<file path="src/rtl/fetch_ctrl.sv">
// Instruction-fetch controller: issues one imem request at a time, presents the
// returned word at the IF/ID boundary with backpressure, and computes the next PC.
module fetch_ctrl #(
  parameter logic [31:0] RESET_PC  = 32'h00400000,
  parameter logic [31:0] NOP_INSTR = 32'h00000000
) (
  input  logic        clk,
  input  logic        rst,
  input  logic [31:0] pc,
  output logic [31:0] pc_next,
  output logic        imem_req,
  output logic [31:0] imem_addr,
  input  logic        imem_rvalid,
  input  logic [31:0] imem_rdata,
  input  logic        redirect_valid,
  input  logic [31:0] redirect_target,
  input  logic        id_ready,
  output logic        if_valid,
  output logic [31:0] if_instr,
  output logic [31:0] if_pc,
  output logic [31:0] if_pc4,
  output logic        if_fault
);

  typedef enum logic [1:0] {S_FETCH, S_WAIT, S_HOLD} state_t;

  state_t      state_q, state_d;
  logic        discard_q, discard_d;
  logic        valid_q, valid_d;
  logic        fault_q, fault_d;
  logic [31:0] instr_q, instr_d;
  logic [31:0] ifpc_q, ifpc_d;

  always_comb begin
    state_d   = state_q;
    discard_d = discard_q;
    valid_d   = valid_q;
    fault_d   = fault_q;
    instr_d   = instr_q;
    ifpc_d    = ifpc_q;
    pc_next   = pc;
    imem_req  = 1'b0;
    case (state_q)
      S_FETCH: begin
        if (redirect_valid) begin
          pc_next = redirect_target;
        end else if (pc[1:0] != 2'b00) begin
          valid_d = 1'b1;
          fault_d = 1'b1;
          ifpc_d  = pc;
          instr_d = NOP_INSTR;
          state_d = S_HOLD;
        end else begin
          imem_req = 1'b1;
          ifpc_d   = pc;
          state_d  = S_WAIT;
        end
      end
      S_WAIT: begin
        if (redirect_valid) pc_next = redirect_target;
        // A redirect seen before or with the response makes that response stale.
        if (imem_rvalid) begin
          if (discard_q || redirect_valid) begin
            discard_d = 1'b0;
            state_d   = S_FETCH;
          end else begin
            instr_d = imem_rdata;
            valid_d = 1'b1;
            fault_d = 1'b0;
            state_d = S_HOLD;
          end
        end else if (redirect_valid) begin
          discard_d = 1'b1;
        end
      end
      S_HOLD: begin
        if (redirect_valid) begin
          pc_next = redirect_target;
          valid_d = 1'b0;
          fault_d = 1'b0;
          instr_d = NOP_INSTR;
          state_d = S_FETCH;
        end else if (id_ready) begin
          pc_next = pc + 32'd4;
          valid_d = 1'b0;
          fault_d = 1'b0;
          instr_d = NOP_INSTR;
          state_d = S_FETCH;
        end
      end
      default: state_d = S_FETCH;
    endcase
    // The PC register has no enable, so it must see RESET_PC while reset is held.
    if (rst) begin
      pc_next  = RESET_PC;
      imem_req = 1'b0;
    end
  end

  always_ff @(posedge clk or posedge rst) begin
    if (rst) begin
      state_q   <= S_FETCH;
      discard_q <= 1'b0;
      valid_q   <= 1'b0;
      fault_q   <= 1'b0;
      instr_q   <= NOP_INSTR;
      ifpc_q    <= 32'h0;
    end else begin
      state_q   <= state_d;
      discard_q <= discard_d;
      valid_q   <= valid_d;
      fault_q   <= fault_d;
      instr_q   <= instr_d;
      ifpc_q    <= ifpc_d;
    end
  end

  assign imem_addr = pc;
  assign if_valid  = valid_q;
  assign if_fault  = fault_q;
  assign if_instr  = instr_q;
  assign if_pc     = ifpc_q;
  assign if_pc4    = ifpc_q + 32'd4;

endmodule

</file>
<file path="config.mk">
export PLATFORM = sky130hd
export DESIGN_NAME = fetch_ctrl
export DESIGN_NICKNAME = d
export VERILOG_FILES = /design/src/rtl/fetch_ctrl.sv
export SDC_FILE = /design/constraint.sdc
export NUM_CORES = 1
export LEC_CHECK = 0
export CORE_ASPECT_RATIO = 2
export CORE_UTILIZATION = 51
export CTS_CLUSTER_DIAMETER = 50
export DETAILED_ROUTE_END_ITERATION = 10
export DONT_BUFFER_PORTS = 1
export MAX_ROUTING_LAYER = met4
export PLACE_DENSITY = 0.8
export SLEW_MARGIN = 25
export SYNTH_ARGS = -nofsm -noshare
export SYNTH_HDL_FRONTEND = slang
export SYNTH_SLANG_ARGS = --single-unit
</file>
<file path="constraint.sdc">
create_clock -name clk -period 4.6 [get_ports clk]
set_input_delay 0.69 -clock clk [delete_from_list [all_inputs] [get_ports clk]]
set_output_delay 0.69 -clock clk [all_outputs]
set_load 0.03 [all_outputs]
</file>
=== Yosys cells after proc, flatten, opt, wreduce, memory -nomap -nowiden ===
Cells that the tools add are included.

* Bits in registers: 69
* Word-level logic and storage cells: 63
* Bits of input ports: 101

* Reductions and logical operators: 10
* Muxes and demuxes: 36
* Bitwise gates (word level): 1
* Add/sub/neg operators: 2
* Equal/unequal tests: 8

{| class="wikitable"
|+ Operators by type and width
! operator !! count
|-
| 2-to-1 mux 32 bit || 10
|-
| one-hot mux 32 bit (3 select lines) || 1
|-
| adder 32 x 3 -> 32 bit (second input constant) || 2
|-
| one-hot mux 32 bit (2 select lines) || 1
|-
| 2-to-1 mux 1 bit || 15
|-
| 2-to-1 mux 2 bit || 6
|-
| != test 2 bit (second input constant) || 4
|-
| one-hot mux 1 bit (3 select lines) || 2
|-
| one-hot mux 2 bit (3 select lines) || 1
|-
| AND reduction 3 bit || 2
|-
| AND reduction 6 bit || 1
|-
| nonzero test 2 bit || 2
|-
| != test 3 bit (second input constant) || 1
|-
| nonzero test 3 bit || 1
|-
| == test 2 x 1 -> 1 bit (second input constant) || 1
|-
| == test 2 bit (second input constant) || 1
|-
| zero test 2 bit || 1
|-
| != test 2 x 1 -> 1 bit (second input constant) || 1
|-
| AND reduction 2 bit || 1
|-
| OR reduction 2 bit || 1
|-
| logical OR 1 bit || 1
|-
| inverter 1 bit || 1
|}

=== Logic depth before layout (Yosys ltp) ===
Gate-level depths: netlist (run 1).

* Depth after elaboration: 5
* Gate-level depth with buffers: 10
* Mapped depth without buffers: 7

=== Least setup slack after synthesis (run 1) ===
Ideal clock, no wire load.

* Path kind: input to output
* Start point: in rst
* End point: out pc_next[31]
* Data required time: 3.910 ns
* Stages: 6
* Path buffers: 2
* Arrival time: 4.392 ns
* Setup slack: -0.482 ns
* Path through: clkbuf_1 -> inv_1 -> clkbuf_1 -> o21ai_0 -> a21o_1 -> a22oi_1

* Longest elaborated chain between the ends: 1

{| class="wikitable"
|+ RTL lines
! element !! RTL line !! text
|-
| start, declared || 8 || <nowiki>input logic rst,</nowiki>
|-
| 2-to-1 mux 32 bit || 94 || <nowiki>if (rst) begin</nowiki>
|-
| end, declared || 10 || <nowiki>output logic [31:0] pc_next,</nowiki>
|}

No other way between the ends.

=== Worst setup path in the final report (run 1) ===
* Start point: reg ifpc_q[5] (netlist: if_pc[5])
* End point: out if_pc4[23]

* Longest elaborated chain between the ends: 1

{| class="wikitable"
|+ RTL lines
! element !! RTL line !! text
|-
| start, declared || 32 || <nowiki>logic [31:0] ifpc_q, ifpc_d;</nowiki>
|-
| start signal, assigned || 114 || <nowiki>ifpc_q <= ifpc_d;</nowiki>
|-
| adder 32 x 3 -> 32 bit || 123 || <nowiki>assign if_pc4 = ifpc_q + 32'd4;</nowiki>
|-
| end, declared || 21 || <nowiki>output logic [31:0] if_pc4,</nowiki>
|}

No other way between the ends.

==> results of run 1 <==
per-stage QoR:
step	cell area [µm²]	power (µW)	util	cells
final	5630	4360	0.555	770
after global placement	5300	3520	0.522	753
after detailed placement	5300	3580	0.522	753
after floorplan	5320	3190	-	668
after global routing	5630	4590	0.555	770
after CTS	5630	4350	0.555	769
worst min path at each step:
stage / to
2_1_floorplan: discard_q$_DFFE_PP0P_
3_3_place_gp: discard_q$_DFFE_PP0P_
3_5_place_dp: discard_q$_DFFE_PP0P_
4_1_cts: if_pc[10]$_DFFE_PP0P_
5_1_grt: if_pc[10]$_DFFE_PP0P_
6_report: if_pc[16]$_DFFE_PP0P_
sequential cells by signal, summed over array words and instances (netlist names):
name       count
discard_q      1
if_fault       1
if_instr      32
if_pc         32
if_valid       1
state_q        2
synthesized netlist by cell type, drive strengths merged (4+ instances only):
cell / number / share of area
nand2: 51 / 0.036
nand3: 51 / 0.048
o22ai: 4 / 0.0047
a21oi: 40 / 0.038
mux2: 30 / 0.063
nor3: 16 / 0.016
dfrtp: 69 / 0.32
a22oi: 6 / 0.0085
nor2: 36 / 0.025
buf: 42 / 0.055
o221ai: 8 / 0.013
mux2i: 10 / 0.019
a31oi: 5 / 0.0059
and3: 15 / 0.018
nor4: 13 / 0.016
a311oi: 4 / 0.0066
and4: 5 / 0.0082
inv: 52 / 0.037
a21o: 6 / 0.0087
xnor2: 25 / 0.041
nand4: 17 / 0.023
clkbuf: 39 / 0.028
o21ai: 64 / 0.060
a211oi: 6 / 0.0085
ha: 6 / 0.014
critical path: cells and delay by family (launching register included):
kind	cells	cell delay [ns]
and+or+nand+nor	4	1.61
DFF	1	0.60
xor gates and xnor gates	1	0.60
metal layers:
layer	track usage	up-vias	routed length (µm)
met2	0.548	364	8970
met3	0.0945	94	1640
li1	-	2269	-
met1	0.308	2385	5580
met4	0.212	0	1070
met5	-	-	0
cells by family (layout without fill, tap and decap cells):
logic type | count (synthesis) | count (layout) | share of synthesized area
xor+xnor | 28 | 28 | 0.0461
fa+ha+maj | 6 | 6 | 0.0141
compound gates | 168 | 168 | 0.196
flops | 69 | 69 | 0.324
buf+inv | 134 | 100 | 0.120
simple gates | 223 | 223 | 0.217
mux | 40 | 40 | 0.0823
other cells | 0 | 1 | 0
where the power goes:
group          internal (µW)  leakage (µW)  switching (µW)
sequential               836      0.000881             767
clock                    493      0.000159             277
combinational            626       0.00119            1360
layout by cell type, fill, tap and decap left out, types with 3 or more instances in the layout:
cell,n
sky130_fd_sc_hd__and3_1,14
sky130_fd_sc_hd__o21ai_0,64
sky130_fd_sc_hd__a22oi_1,6
sky130_fd_sc_hd__dfrtp_1,69
sky130_fd_sc_hd__ha_1,6
sky130_fd_sc_hd__nand2b_1,3
sky130_fd_sc_hd__mux2i_1,10
sky130_fd_sc_hd__nor2_1,36
sky130_fd_sc_hd__clkbuf_16,9
sky130_fd_sc_hd__o31ai_1,3
sky130_fd_sc_hd__mux2_2,30
sky130_fd_sc_hd__nor4_1,11
sky130_fd_sc_hd__a21oi_1,40
sky130_fd_sc_hd__o22ai_1,4
sky130_fd_sc_hd__nand4_1,16
sky130_fd_sc_hd__inv_1,51
sky130_fd_sc_hd__and2_1,3
sky130_fd_sc_hd__a311oi_1,4
sky130_fd_sc_hd__a21o_1,5
sky130_fd_sc_hd__nand3_1,51
sky130_fd_sc_hd__nor3_1,15
sky130_fd_sc_hd__xor2_1,3
sky130_fd_sc_hd__and4_1,5
sky130_fd_sc_hd__a211oi_1,6
sky130_fd_sc_hd__o221ai_1,8
sky130_fd_sc_hd__xnor2_1,25
sky130_fd_sc_hd__a31oi_1,5
sky130_fd_sc_hd__buf_4,31
sky130_fd_sc_hd__o211ai_1,3
sky130_fd_sc_hd__nand2_1,51
cell type report:
class,instances,area share
timing repair buffer,31,0.0413
inverter,53,0.0355
multi-input combinational,465,0.527
tap,135,0.0300
sequential,69,0.307
clock inverter,6,0.0167
antenna,1,0.000444
clock buffer,10,0.0424
==> results.rst, run 1 <==
.. list-table::
   :header-rows: 1

   * - Metric
     - Value
   * - Warning count from the yosys run
     - 0
   * - Via count of the first global-routing pass
     - 5013
   * - Total number of placement rows
     - 52
   * - Worst min-delay path class
     - primary input to async pin
   * - Post-cts gate resize count
     - 0
   * - Run status
     - finished, final reports clean
   * - Drt drc
     - 0
   * - Worst path setup slack after routing
     - 0.746 ns
   * - Top FF cell, synth
     - sky130_fd_sc_hd__dfrtp_1
   * - Level count of the clock H-tree
     - 3
   * - Post-synthesis instance area
     - 5320 µm²
   * - Remaining global-route overflow
     - 0
   * - Total vias in the final route
     - 5112
   * - Yosys reg bits
     - 69
   * - Fraction of layout cells with a size suffix above 1
     - 0.145
   * - Timing startpoint of the critical path
     - if_pc[5]$_DFFE_PP0P_
   * - Clock tree from TritonCTS
     - done
   * - Standby leakage power
     - 0.00223 µW
   * - Delay of the slowest cell on the worst path
     - 0.60 ns
   * - Pre-CTS setup slack
     - 1.01 ns
   * - Horizontal die dimension
     - 74.2 µm
   * - Achievable frequency
     - 0.259 GHz
   * - Sinks on the clock net
     - 69
   * - Class of the most critical setup path
     - flop to output port
   * - Worst setup path end
     - if_pc4[23]
   * - Path depth of the worst reg2reg path
     - 8
   * - Final-report hold violation count
     - 0
   * - Count of port buffers added during placement
     - 0
   * - Antenna violations before repair
     - 1
   * - Cell with the largest stage delay on the worst path
     - sky130_fd_sc_hd__dfrtp_1
   * - Worst rel slew slack
     - 0.412
   * - Data arrival at the endpoint of the critical path
     - 3.16 ns
   * - Clock root buffer
     - sky130_fd_sc_hd__clkbuf_16
   * - Inserted Clock Buffers
     - 9
   * - Total nets after synthesis
     - 775
   * - Later-pin clock latency in the skew report
     - 0.34 ns
   * - Post-CTS Setup Bufs
     - 0
   * - Number of fill cells
     - 955
   * - Startpoint Class
     - flop
   * - Setup violations, final
     - 0
   * - Post-synthesis to final-layout area growth
     - 5.85%
   * - Area taken by multi-input logic gates
     - 2970 µm²
   * - Setup crit end kind
     - output port
   * - Part of the Yosys area used for sequential elements
     - 0.324
   * - Height of the die
     - 146 µm
   * - GR Util All Layers
     - 0.325
   * - Most used cell along the critical path
     - sky130_fd_sc_hd__nand4_1
   * - Total routed wirelength
     - 17300 µm
   * - First-pass iteration count of the detailed router
     - 6
   * - Pin count of the biggest net entering global routing
     - 67
   * - Destination of the worst register-to-register timing path
     - if_valid$_DFFE_PP0P_
   * - Post-DP HPWL
     - 12800 µm
   * - Synthesized area divided by synthesized cell count
     - 7.97 µm²
   * - Initial cell density of the core
     - 0.524
   * - Final-layout setup total negative slack
     - 0 ns
   * - Worst supply voltage drop on vdd
     - 0.419 mV
   * - Fraction of synthesis flops using an asynchronous set or reset pin
     - 1.00
   * - Register-to-register setup slack
     - 1.93 ns
   * - Mean number of vias per cell
     - 6.64
   * - Final Net Count
     - 736
   * - Number of unique standard cell types used by synthesis
     - 60
   * - Unrepaired setup endpoints after global routing
     - false
   * - Post-synth EDFFs
     - 0
   * - Die outline area
     - 10900 µm²
   * - PwrDens
     - 774 nW/µm²
   * - Fin Hold WS
     - 0.309 ns
   * - Clock transition at the register clock pins on the worst setup and hold paths after CTS
     - 0.06 ns
   * - Synthesized instance count
     - 668
   * - Initial DRC Count
     - 476
   * - Slew of the pin with the lowest slew margin
     - 0.876 ns
   * - Clock Skews
     - 0.00849 ns
   * - Crit Path Max Fanout
     - 8
   * - Max Cap Viol
     - 0
   * - Final worst path period share
     - 0.838
   * - Max-slew violations
     - 0
   * - Data required time of the worst path
     - 3.91 ns
   * - Number of nets with antenna violations after detailed routing
     - 0
   * - Cells along the critical path
     - nand4_1 -> nor4_2 -> and3_1 -> nand4_1 -> xnor2_1
   * - Min Clock Period, post-route
     - 3.85 ns
   * - Area taken by flip-flops and latches
     - 1730 µm²
   * - Routability congestion estimate from global placement
     - 0.952
   * - Global-route wire length before repair
     - 25700 µm
   * - Area of the placeable core
     - 10100 µm²
   * - Ports
     - 264
   * - FF-to-FF Start
     - state_q[1]$_DFFE_PP0P_
   * - Max Root-Sink Buffers
     - 2
   * - Wirelength per Cell
     - 22.4 µm
   * - Hold-fix buffer count after cts
     - 0
Power figures use the tool's default switching activity.
==> run 2, diff against run 1 <==
clock period = 3.1 ns   (was 4.6 ns; I/O delays follow)
==> results.rst, run 2 (synthesis gave the netlist of run 1 again) <==
.. list-table::
   :header-rows: 1

   * - Metric
     - Value
   * - Run status
     - finished, final reports clean (unchanged)
   * - Gate power share
     - 0.531 (was 0.456)
   * - Data required time of the worst path
     - 2.63 ns (was 3.91 ns)
   * - Clock root buffer
     - sky130_fd_sc_hd__clkbuf_16 (unchanged)
   * - Unrepaired setup endpoints after global routing
     - false (unchanged)
   * - Total power after layout
     - 6980 µW (was 4360 µW)
   * - Data arrival at the endpoint of the critical path
     - 2.50 ns (was 3.16 ns)
   * - Post-DP HPWL
     - 13700 µm (was 12800 µm)
   * - Number of fill cells
     - 913 (was 955)
   * - GR Util All Layers
     - 0.339 (was 0.325)
   * - Max Root-Sink Buffers
     - 2 (unchanged)
   * - Part of the power in registers
     - 0.318 (was 0.368)
   * - Final-layout setup total negative slack
     - 0 ns (unchanged)
   * - Area of the placeable core
     - 10100 µm² (unchanged)
   * - Standby leakage power
     - 0.00252 µW (was 0.00223 µW)
   * - Slew of the pin with the lowest slew margin
     - 0.695 ns (was 0.876 ns)
   * - Sw Pwr
     - 3740 µW (was 2400 µW)
   * - First-pass iteration count of the detailed router
     - 5 (was 6)
   * - Pre-CTS setup slack
     - 0.178 ns (was 1.01 ns)
   * - Routability congestion estimate from global placement
     - 1.01 (was 0.952)
   * - Wirelength per Cell
     - 21.7 µm (was 22.4 µm)
   * - Count of port buffers added during placement
     - 0 (unchanged)
   * - Setup crit end kind
     - output port (unchanged)
   * - PwrDens
     - 1140 nW/µm² (was 774 nW/µm²)
   * - Pin count of the biggest net entering global routing
     - 67 (unchanged)
   * - Max Cap Viol
     - 0 (unchanged)
   * - Startpoint Class
     - flop (unchanged)
   * - Worst supply voltage drop on vdd
     - 0.702 mV (was 0.419 mV)
   * - Ports
     - 264 (unchanged)
   * - Clock tree from TritonCTS
     - done (unchanged)
   * - Post-synthesis to final-layout area growth
     - 15.0% (was 5.85%)
   * - Worst min-delay path class
     - primary input to async pin (unchanged)
   * - Via count of the first global-routing pass
     - 5503 (was 5013)
   * - Remaining global-route overflow
     - 0 (unchanged)
   * - Initial DRC Count
     - 554 (was 476)
   * - Achievable frequency
     - 0.337 GHz
   * - Number of nets with antenna violations after detailed routing
     - 0 (unchanged)
   * - Path depth of the worst reg2reg path
     - 8 (unchanged)
   * - Crit Path Max Fanout
     - 6 (was 8)
   * - Die outline area
     - 10900 µm² (unchanged)
   * - Horizontal die dimension
     - 74.2 µm (unchanged)
   * - Leading cell types in the layout, fill and taps excluded
     - sky130_fd_sc_hd__buf_4, sky130_fd_sc_hd__dfrtp_1, sky130_fd_sc_hd__o21ai_0 (was sky130_fd_sc_hd__dfrtp_1, sky130_fd_sc_hd__o21ai_0, sky130_fd_sc_hd__inv_1, sky130_fd_sc_hd__nand2_1, sky130_fd_sc_hd__nand3_1)
   * - Clock Skews
     - 0.00689 ns (was 0.00849 ns)
   * - Height of the die
     - 146 µm (unchanged)
   * - Class of the most critical setup path
     - flop to output port (unchanged)
   * - Fraction of layout cells with a size suffix above 1
     - 0.228 (was 0.145)
   * - Mean number of vias per cell
     - 6.54 (was 6.64)
   * - Level count of the clock H-tree
     - 3 (unchanged)
   * - Worst rel slew slack
     - 0.533 (was 0.412)
   * - Total routed wirelength
     - 18000 µm (was 17300 µm)
   * - Global-route wire length before repair
     - 26900 µm (was 25700 µm)
   * - Switching Share
     - 0.535 (was 0.552)
   * - Relative contribution of the clock network to total power
     - 0.151 (was 0.177)
   * - Cell internal power dissipation
     - 3240 µW (was 1950 µW)
   * - Clock transition at the register clock pins on the worst setup and hold paths after CTS
     - 0.06 ns (about the same)
   * - Max-slew violations
     - 0 (unchanged)
   * - Sinks on the clock net
     - 69 (unchanged)
   * - Antenna violations before repair
     - 0 (was 1)
   * - Initial cell density of the core
     - 0.524 (unchanged)
   * - Setup violations, final
     - 0 (unchanged)
   * - Commonest non-fill, non-tap cell in the layout
     - sky130_fd_sc_hd__buf_4 (was sky130_fd_sc_hd__dfrtp_1)
   * - Hold-fix buffer count after cts
     - 0 (unchanged)
   * - Drt drc
     - 0 (unchanged)
   * - Worst path setup slack after routing
     - 0.135 ns (was 0.746 ns)
   * - Later-pin clock latency in the skew report
     - 0.34 ns (about the same)
   * - Total vias in the final route
     - 5438 (was 5112)
   * - Fin Hold WS
     - 0.126 ns (was 0.309 ns)
   * - Final-report hold violation count
     - 0 (unchanged)
   * - Final worst path period share
     - 0.956
   * - Inserted Clock Buffers
     - 9 (unchanged)
   * - Total number of placement rows
     - 52 (unchanged)
   * - Final Net Count
     - 796 (was 736)
   * - Min Clock Period, post-route
     - 2.97 ns
## run 2: cell count changes in the layout (fill, tap and decap cells not counted), moves of 2 or more
cell | previous run | this run
sky130_fd_sc_hd__nor2_1 | 36 | 34
sky130_fd_sc_hd__buf_4 | 31 | 88
sky130_fd_sc_hd__nor2_2 | 0 | 2
sky130_fd_sc_hd__clkinvlp_4 | 1 | 3
sky130_fd_sc_hd__buf_12 | 0 | 3
sky130_fd_sc_hd__clkinv_4 | 2 | 0
## run 2: area by class of cell
cell class | count | area (µm²) | area share
Clock inverter | 6 | 70.1 | 0.0114
Timing Repair Buffer | 91 | 721 | 0.118
Inverter | 53 | 200 | 0.0327
Multi-Input combinational cell | 465 | 3000 | 0.490
Clock buffer | 10 | 229 | 0.0374
Sequential cell | 69 | 1730 | 0.282
Tap cell | 135 | 169 | 0.0276
Antenna cell | 2 | 5.00 | 0.000817
## run 2: through the flow
| step | cell area, µm² | utilization | instances |
|---|---|---|---|
| floorplan | 5330 | - | 668 |
| global placement | 5790 | 0.570 | 813 |
| detailed placement | 5790 | 0.570 | 813 |
| CTS | 6080 | 0.599 | 829 |
| global route | 6120 | 0.603 | 829 |
| finish | 6120 | 0.603 | 831 |
## run 2: worst paths after layout
check / from / to / slack [ns]
worst max-delay path: state_q[1]$_DFFE_PP0P_ / pc_next[16] / 0.13
worst min-delay path: rst / if_pc[10]$_DFFE_PP0P_ / 0.13
worst max register to register: state_q[1]$_DFFE_PP0P_ / if_valid$_DFFE_PP0P_ / 0.50
worst min register to register: discard_q$_DFFE_PP0P_ / discard_q$_DFFE_PP0P_ / 0.54
max in group asynchronous: rst / if_pc[15]$_DFFE_PP0P_ / 2.29
min in group clk: imem_rvalid / discard_q$_DFFE_PP0P_ / 0.21
## run 2: repair_timing
action                     in CTS  in global routing
setup endpoints to repair       0                 16
gates resized for setup         0                  9
hold endpoints to repair        0                  0
buffers inserted                0                  0
## run 2: per-layer routing
| metal | up-vias | wire length, µm | track usage |
|---|---|---|---|
| met5 | - | 0 | - |
| met4 | 0 | 1280 | 0.251 |
| met2 | 407 | 9190 | 0.560 |
| li1 | 2394 | - | - |
| met1 | 2530 | 5530 | 0.308 |
| met3 | 107 | 2040 | 0.117 |
## run 2: power groups by stage
stage	clock, µW	sequential, µW	combinational, µW
4_1_cts	1070	2210	3640
3_5_place_dp	0	2220	3630
3_3_place_gp	0	2200	3530
2_1_floorplan	0	2240	2500
5_1_grt	1110	2270	3950
6_report	1050	2220	3710
## run 2: worst max-delay path, stage by stage (launching register included)
cell	delay (ns)
sky130_fd_sc_hd__dfrtp_1	0.40
sky130_fd_sc_hd__inv_1	0.10
sky130_fd_sc_hd__ha_1	0.32
sky130_fd_sc_hd__or2_2	0.18
sky130_fd_sc_hd__o21ai_0	0.06
sky130_fd_sc_hd__o21ai_0	0.07
sky130_fd_sc_hd__or4b_2	0.60
sky130_fd_sc_hd__a31oi_1	0.21
sky130_fd_sc_hd__buf_4	0.20
